<file path="src/rtl/ofifo_drain_ctrl.sv">
// Output-FIFO drain sequencer: pops num_words complete vectors from the core's
// registered-read output FIFO and writes them to consecutive SRAM addresses.
//
// state  | meaning
// IDLE   | waiting for start
// CHECK  | waiting for ofifo_valid & ~hold to pop the head vector
// POP    | ofifo_rd and mem_we high for this single cycle
// SETTLE | FIFO applies the registered read; ofifo_valid not trusted yet
// DONE   | one-cycle done pulse, then back to IDLE
module ofifo_drain_ctrl #(
    parameter int COL = 8,
    parameter int BW  = 4,
    parameter int AW  = 11,
    parameter int CW  = 7
) (
    input  logic                clk,
    input  logic                reset,
    input  logic                start,
    input  logic [CW-1:0]       num_words,
    input  logic [AW-1:0]       base_addr,
    input  logic                hold,
    input  logic                ofifo_valid,
    input  logic [COL*BW-1:0]   ofifo_out,
    output logic                ofifo_rd,
    output logic                mem_we,
    output logic [AW-1:0]       mem_addr,
    output logic [COL*BW-1:0]   mem_din,
    output logic                busy,
    output logic                done
);

    typedef enum logic [2:0] {
        S_IDLE   = 3'd0,
        S_CHECK  = 3'd1,
        S_POP    = 3'd2,
        S_SETTLE = 3'd3,
        S_DONE   = 3'd4
    } state_t;

    state_t        state_q;
    state_t        state_d;
    logic [AW-1:0] addr_q;
    logic [CW-1:0] rem_q;
    logic          accept;
    logic          pop_go;
    logic          rd_d;
    logic          we_d;
    logic          busy_d;
    logic          done_d;

    assign accept = (state_q == S_IDLE) && start;
    assign pop_go = (state_q == S_CHECK) && ofifo_valid && !hold;

    always_ff @(posedge clk) begin
        if (reset) begin
            state_q <= S_IDLE;
        end else begin
            state_q <= state_d;
        end
    end

    always_comb begin
        state_d = state_q;
        case (state_q)
            S_IDLE: begin
                if (start) begin
                    state_d = (num_words != '0) ? S_CHECK : S_DONE;
                end
            end
            S_CHECK: begin
                if (pop_go) begin
                    state_d = S_POP;
                end
            end
            S_POP:    state_d = S_SETTLE;
            S_SETTLE: state_d = (rem_q != '0) ? S_CHECK : S_DONE;
            S_DONE:   state_d = S_IDLE;
            default:  state_d = S_IDLE;
        endcase
    end

    // Outputs are decoded from the next state so they appear registered in the state they belong to.
    always_comb begin
        rd_d   = 1'b0;
        we_d   = 1'b0;
        busy_d = (state_d != S_IDLE);
        done_d = (state_d == S_DONE);
        if (state_d == S_POP) begin
            rd_d = 1'b1;
            we_d = 1'b1;
        end
    end

    always_ff @(posedge clk) begin
        if (reset) begin
            ofifo_rd <= 1'b0;
            mem_we   <= 1'b0;
            mem_addr <= '0;
            mem_din  <= '0;
            busy     <= 1'b0;
            done     <= 1'b0;
            addr_q   <= '0;
            rem_q    <= '0;
        end else begin
            ofifo_rd <= rd_d;
            mem_we   <= we_d;
            busy     <= busy_d;
            done     <= done_d;
            if (accept) begin
                addr_q <= base_addr;
                rem_q  <= num_words;
            end
            if (pop_go) begin
                mem_din  <= ofifo_out;
                mem_addr <= addr_q;
                addr_q   <= addr_q + AW'(1);
                rem_q    <= rem_q - CW'(1);
            end
        end
    end

endmodule

</file>
<file path="config.mk">
export PLATFORM = sky130hd
export DESIGN_NAME = ofifo_drain_ctrl
export DESIGN_NICKNAME = d
export VERILOG_FILES = /design/src/rtl/ofifo_drain_ctrl.sv
export SDC_FILE = /design/constraint.sdc
export NUM_CORES = 1
export LEC_CHECK = 0
export BUFFER_PORTS_ARGS = -buffer_cell sky130_fd_sc_hd__buf_2
export CAP_MARGIN = 10
export CORE_ASPECT_RATIO = 1.75
export CORE_UTILIZATION = 49
export DETAILED_ROUTE_END_ITERATION = 6
export PLACE_DENSITY = 0.83
export RECOVER_POWER = 25
export SLEW_MARGIN = 20
export SYNTH_ARGS = -nofsm -noshare
export SYNTH_HDL_FRONTEND = slang
export SYNTH_SLANG_ARGS = --single-unit
</file>
<file path="constraint.sdc">
create_clock -name clk -period 1.9 [get_ports clk]
set_clock_uncertainty 0.05 [all_clocks]
set_input_delay 0.095 -clock clk [delete_from_list [all_inputs] [get_ports clk]]
set_output_delay 0.095 -clock clk [all_outputs]
set_load 0.05 [all_outputs]
</file>
Word-level counts from Yosys, hierarchy flattened
Cells that the tools add are included.
Cells by class
  add/subtract/negate cells: 2
  equal/unequal tests: 5
  muxes and demuxes: 10
  reduce and logical (&&, ||, !) cells: 9
Operator list (count)
  2-to-1 mux 11 bit: 2
  2-to-1 mux 7 bit: 2
  nonzero test 7 bit: 2
  2-to-1 mux 3 bit: 4
  case mux 3 bit (4 select lines): 1
  adder 11 x 1 -> 11 bit (second input constant): 1
  equality test 3 x 2 -> 1 bit (second input constant): 3
  subtractor 7 x 1 -> 7 bit (second input constant): 1
  equality test 3 x 1 -> 1 bit (second input constant): 1
  equality test 3 bit (second input constant): 1
  logical AND 1 bit: 3
  zero test 3 bit: 1
  nonzero test 3 bit: 1
  nonzero test 2 bit: 1
  zero test 1 bit: 1
  2-to-1 mux 1 bit: 1
Storage, ports and cells
  register bits after elaboration: 67
  input bits: 55

Longest topological paths before layout
  word-level depth: 7
  depth in mapped cells: 7
  gate-level depth less buffers: 6

Worst setup path before layout
OpenSTA, ideal clock, no wires.
  kind: reg2reg
  start point: register rem_q[0]
  end point: register mem_we
  library setup time: 80 ps
  arrival time: 1405 ps
  data required time: 1770 ps
  setup slack: 365 ps
  stages on the path, launching flop included: 7
  period minus slack after synthesis: 1535 ps
  cell sequence: dfxtp_1 -> inv_1 -> ha_1 -> nor2b_1 -> nand4b_1 -> a221oi_1 -> nor3b_1
On the way
  cells in the longest elaborated chain, start to end: 5
Ends and longest elaborated chain
  start: declaration: RTL line 43  | logic [CW-1:0] rem_q;
  start signal: assignment: RTL line 111  | rem_q <= num_words;
  start signal: assignment: RTL line 117  | rem_q <= rem_q - CW'(1);
  nonzero test 7 bit: RTL line 76  | S_SETTLE: state_d = (rem_q != '0) ? S_CHECK : S_DONE;
  2-to-1 mux 3 bit: RTL line 76
  case mux 3 bit (4 select lines): RTL line 64  | case (state_q)
  equality test 3 x 2 -> 1 bit: RTL line 88  | if (state_d == S_POP) begin
  2-to-1 mux 1 bit: RTL line 88
  end signal: assignment: RTL line 106  | mem_we <= we_d;
  end: declaration: RTL line 25  | output logic mem_we,
No other way between the ends.
A chain may end at the register's enable or synchronous reset.

Final worst setup path
  start point: register state_q[0]
  end point: register addr_q[9]
On the way
  cells in the longest elaborated chain, start to end: 4
  elaborated cells between the ends (all ways): 7
  classes of those cells: 1 x eq/ne; 1 x mux; 5 x reduce/logical
Ends and longest elaborated chain
  start: declaration: RTL line 40  | state_t state_q;
  start signal: assignment: RTL line 58  | state_q <= state_d;
  equality test 3 x 1 -> 1 bit: RTL line 52  | assign pop_go = (state_q == S_CHECK) && ofifo_valid && !hold;
  logical AND 1 bit (2 in series): RTL line 52
  2-to-1 mux 11 bit / nonzero test 2 bit (equally long branches)
  end signal: assignment: RTL line 110  | addr_q <= base_addr;
  end signal: assignment: RTL line 116  | addr_q <= addr_q + AW'(1);
  end: declaration: RTL line 42  | logic [AW-1:0] addr_q;
Parallel ways exist; a longest one is shown, timed or not.

==> impl_metrics.tcl <==
set metrics [dict create \
    die_h_um 101 \
    synthCells 343 \
    whs_endpoint "addr_q[3]" \
    layout.cell_area.non_filler_mm2 0.00391 \
    coreArea_mm2 0.00530 \
    hold_path_depth 3 \
    die-area_mm2 0.00589 \
    clk_pin_slew_ns 0.06 \
    synth_most_common_cell "nand2_1" \
    synth_top_area_share_pct 49.1 \
    whs_ns 0.00549 \
    dp.cells 507 \
    num_vias 3019 \
    worstReg2RegEnd "addr_q[9]" \
    worstPathArrival_ns 1.96 \
    tns_ns 0 \
    status "finished, final reports clean" \
    worst_pin_slew_ns 0.628 \
    fmax_mhz 575 \
    drt-initial-drc-count 117 \
    drive_gt1_share_pct 22.3 \
    final_antenna_net_count 0 \
    start_util_pct 51.6 \
    grt_max_degree 32 \
    met1_usage_pct 28.6 \
    maxCapViolCount 0 \
    reg2reg_depth 4 \
    period_needed_ns 1.74 \
    ys_types 40 \
    synth_area_mm2 0.00273 \
    die_w_um 58.5 \
    place_hpwl_mm 4.94 \
    critPathLaunchType "register" \
    synth_top_area_cell "dfxtp_1" \
    crit_path_end_kind "register" \
    r2r_slack_ns 0.16 \
    wl_mm 7.86 \
    synth_edf_count 0 \
    place_area_mm2 0.00335 \
    crit_start "state_q[0]" \
    numCtsBuffers 9 \
    drt_first_pass_iters 4 \
    routed_via_density 5.36 \
    p_per_area_mw_per_mm2 814 \
    htree_levels 3 \
    slew_violations 0 \
    hp-class "primary input to register" \
    hp-start "base_addr[3]" \
    synth.area.top_cells "dfxtp_1 (49%), nand2_1 (14%), a21oi_1 (9.9%)" \
    groute.usage.overall_pct 27.4 \
    seq_area_frac_synth_pct 49.1 \
    ys_seq_elements 67 \
    critPathKind "register to register" \
    setup_viol_count_final 0 \
    syn-num-nets 400 \
    syn_avg_cell_area_um2 7.97 \
    final_hold_viol_count 0 \
    rsz0062_at_grt "no" \
    synthArstFlopShare_pct 0 \
    n_antenna_cell 0 \
    wl_per_cell_um 14.0 \
    power_leakage_nw 1.53 \
    worstPathMaxFanout 19 \
    gp_congestion 0.932 \
    synth-main-ff-cell "dfxtp_1" \
    grt_pass1_wl_mm 12.3 \
    post_cts.repair.setup_buffers 0 \
    peakVddDrop_mv 0.715 \
    ys_top_cells_by_count "nand2_1 (102), dfxtp_1 (67), a21oi_1 (54), buf_2 (13)" \
    cp.required_ns 2.12 \
    grt_overflow 0 \
    clock-root-buffer "clkbuf_8" \
    worst_skew_pair.late_latency_ns 0.34 \
    final_nets 541 \
    std_cell_rows 35 \
    io_buffers 101 \
    yosys_warnings 0 \
    io_pins 102 \
    cts_tree "yes" \
    areaGrowthSynthToFinish_pct 43.1 \
    cts.sinks 67 \
    cts_buffer_depth 2 \
    drc 0 \
    slew_headroom_pct 58.3 \
    grt_pass1_vias 2856 \
    gr-usage-met2_pct 48.5 \
    timing.final.crit_share_pct 91.6 \
    fin_cells 563 \
    busiest_layer "met2" \
    gr-usage-met3_pct 3.85 \
    reg2reg_from "state_q[0]" \
    antenna_found_initial 0 \
    final_core_util_pct 73.8 \
]
==> registers in the layout (all words and copies together), names as in the netlist <==
name      cells
mem_din      32
addr_q       11
mem_addr     11
rem_q         7
state_q       3
busy          1
done          1
mem_we        1
==> final cells by class <==
cell class / instances / area, um^2
clock buffer: 11 / 141
inverter: 6 / 22.5
fill: 416 / 1390
sequential: 67 / 1340
multi-input combinational: 244 / 1260
clock inverter: 5 / 52.6
timing repair buffer: 156 / 997
tap: 74 / 92.6
==> where the power goes <==
| part | leakage (nW) | switching [mW] | internal, mW |
|---|---|---|---|
| clock | 0.0991 | 0.516 | 0.635 |
| sequential | 0.545 | 0.0508 | 1.46 |
| combinational | 0.883 | 0.299 | 0.218 |
==> worst max-delay path by stage <==
| stage | to | slack, ns | depth (start not counted) |
|---|---|---|---|
| 3_5_place_dp | addr_q[9] | 0.18 | 4 |
| 4_1_cts | addr_q[9] | 0.18 | 4 |
| 5_1_grt | addr_q[9] | 0.06 | 4 |
| 3_3_place_gp | addr_q[7] | 0.24 | 4 |
| 6_report | addr_q[9] | 0.16 | 4 |
| 2_1_floorplan | mem_we | 0.37 | 6 |
==> what timing repair did <==
item / CTS / global route
gates resized for setup: 0 / 0
hold buffers: 40 / 0
endpoints found under the setup margin: 0 / 0
endpoints found under the hold margin: 40 / 0
==> layer usage <==
layer  routed length [um]  up-vias
met5                    0        -
met4                  342        0
met3                  402       34
met2                 4150      127
met1                 2970     1380
li1                     -     1478
==> cells by family (layout without fill, tap and decap cells) <==
kind of cell / after synthesis / count (layout) / share of synthesized area (%)
AO/OA/AOI/OAI: 91 / 91 / 19.5
adder cells (fa/ha/maj): 2 / 2 / 0.915
buffers and inverters: 32 / 178 / 5.13
flip-flops: 67 / 67 / 49.1
AND/OR/NAND/NOR: 151 / 151 / 25.4
==> worst max-delay path: stages, from the launching register on <==
cell and delay, ns:
dfxtp_1 0.46, and4bb_4 0.31, nand2_4 0.14, or4_1 0.54, a31oi_1 0.17
==> cell usage in the layout, fill, tap and decap left out, types with 3 or more instances in the layout <==
master | netlist | routed
nand4b_1 | 3 | 3
a21oi_1 | 54 | 54
buf_4 | 1 | 14
and3_1 | 3 | 3
buf_2 | 13 | 74
a22oi_1 | 3 | 3
nand2_1 | 102 | 102
a211oi_1 | 6 | 6
inv_1 | 6 | 6
nor3_1 | 11 | 11
clkbuf_1 | 11 | 28
or3_1 | 3 | 3
a32oi_1 | 3 | 3
o21ai_0 | 8 | 8
clkbuf_8 | 0 | 10
dlygate4sd3_1 | 0 | 40
nand3_1 | 5 | 5
a31oi_1 | 8 | 8
clkinv_2 | 0 | 3
nor2_1 | 7 | 7
dfxtp_1 | 67 | 67
==> through the flow <==
stage	worst slack, ns	power [mW]
after global routing	0.0601	3.29
after floorplan	0.365	1.82
after CTS	0.180	3.19
final	0.160	3.18
after global placement	0.242	1.98
after detailed placement	0.178	1.99
Power figures use the tool's default switching activity.
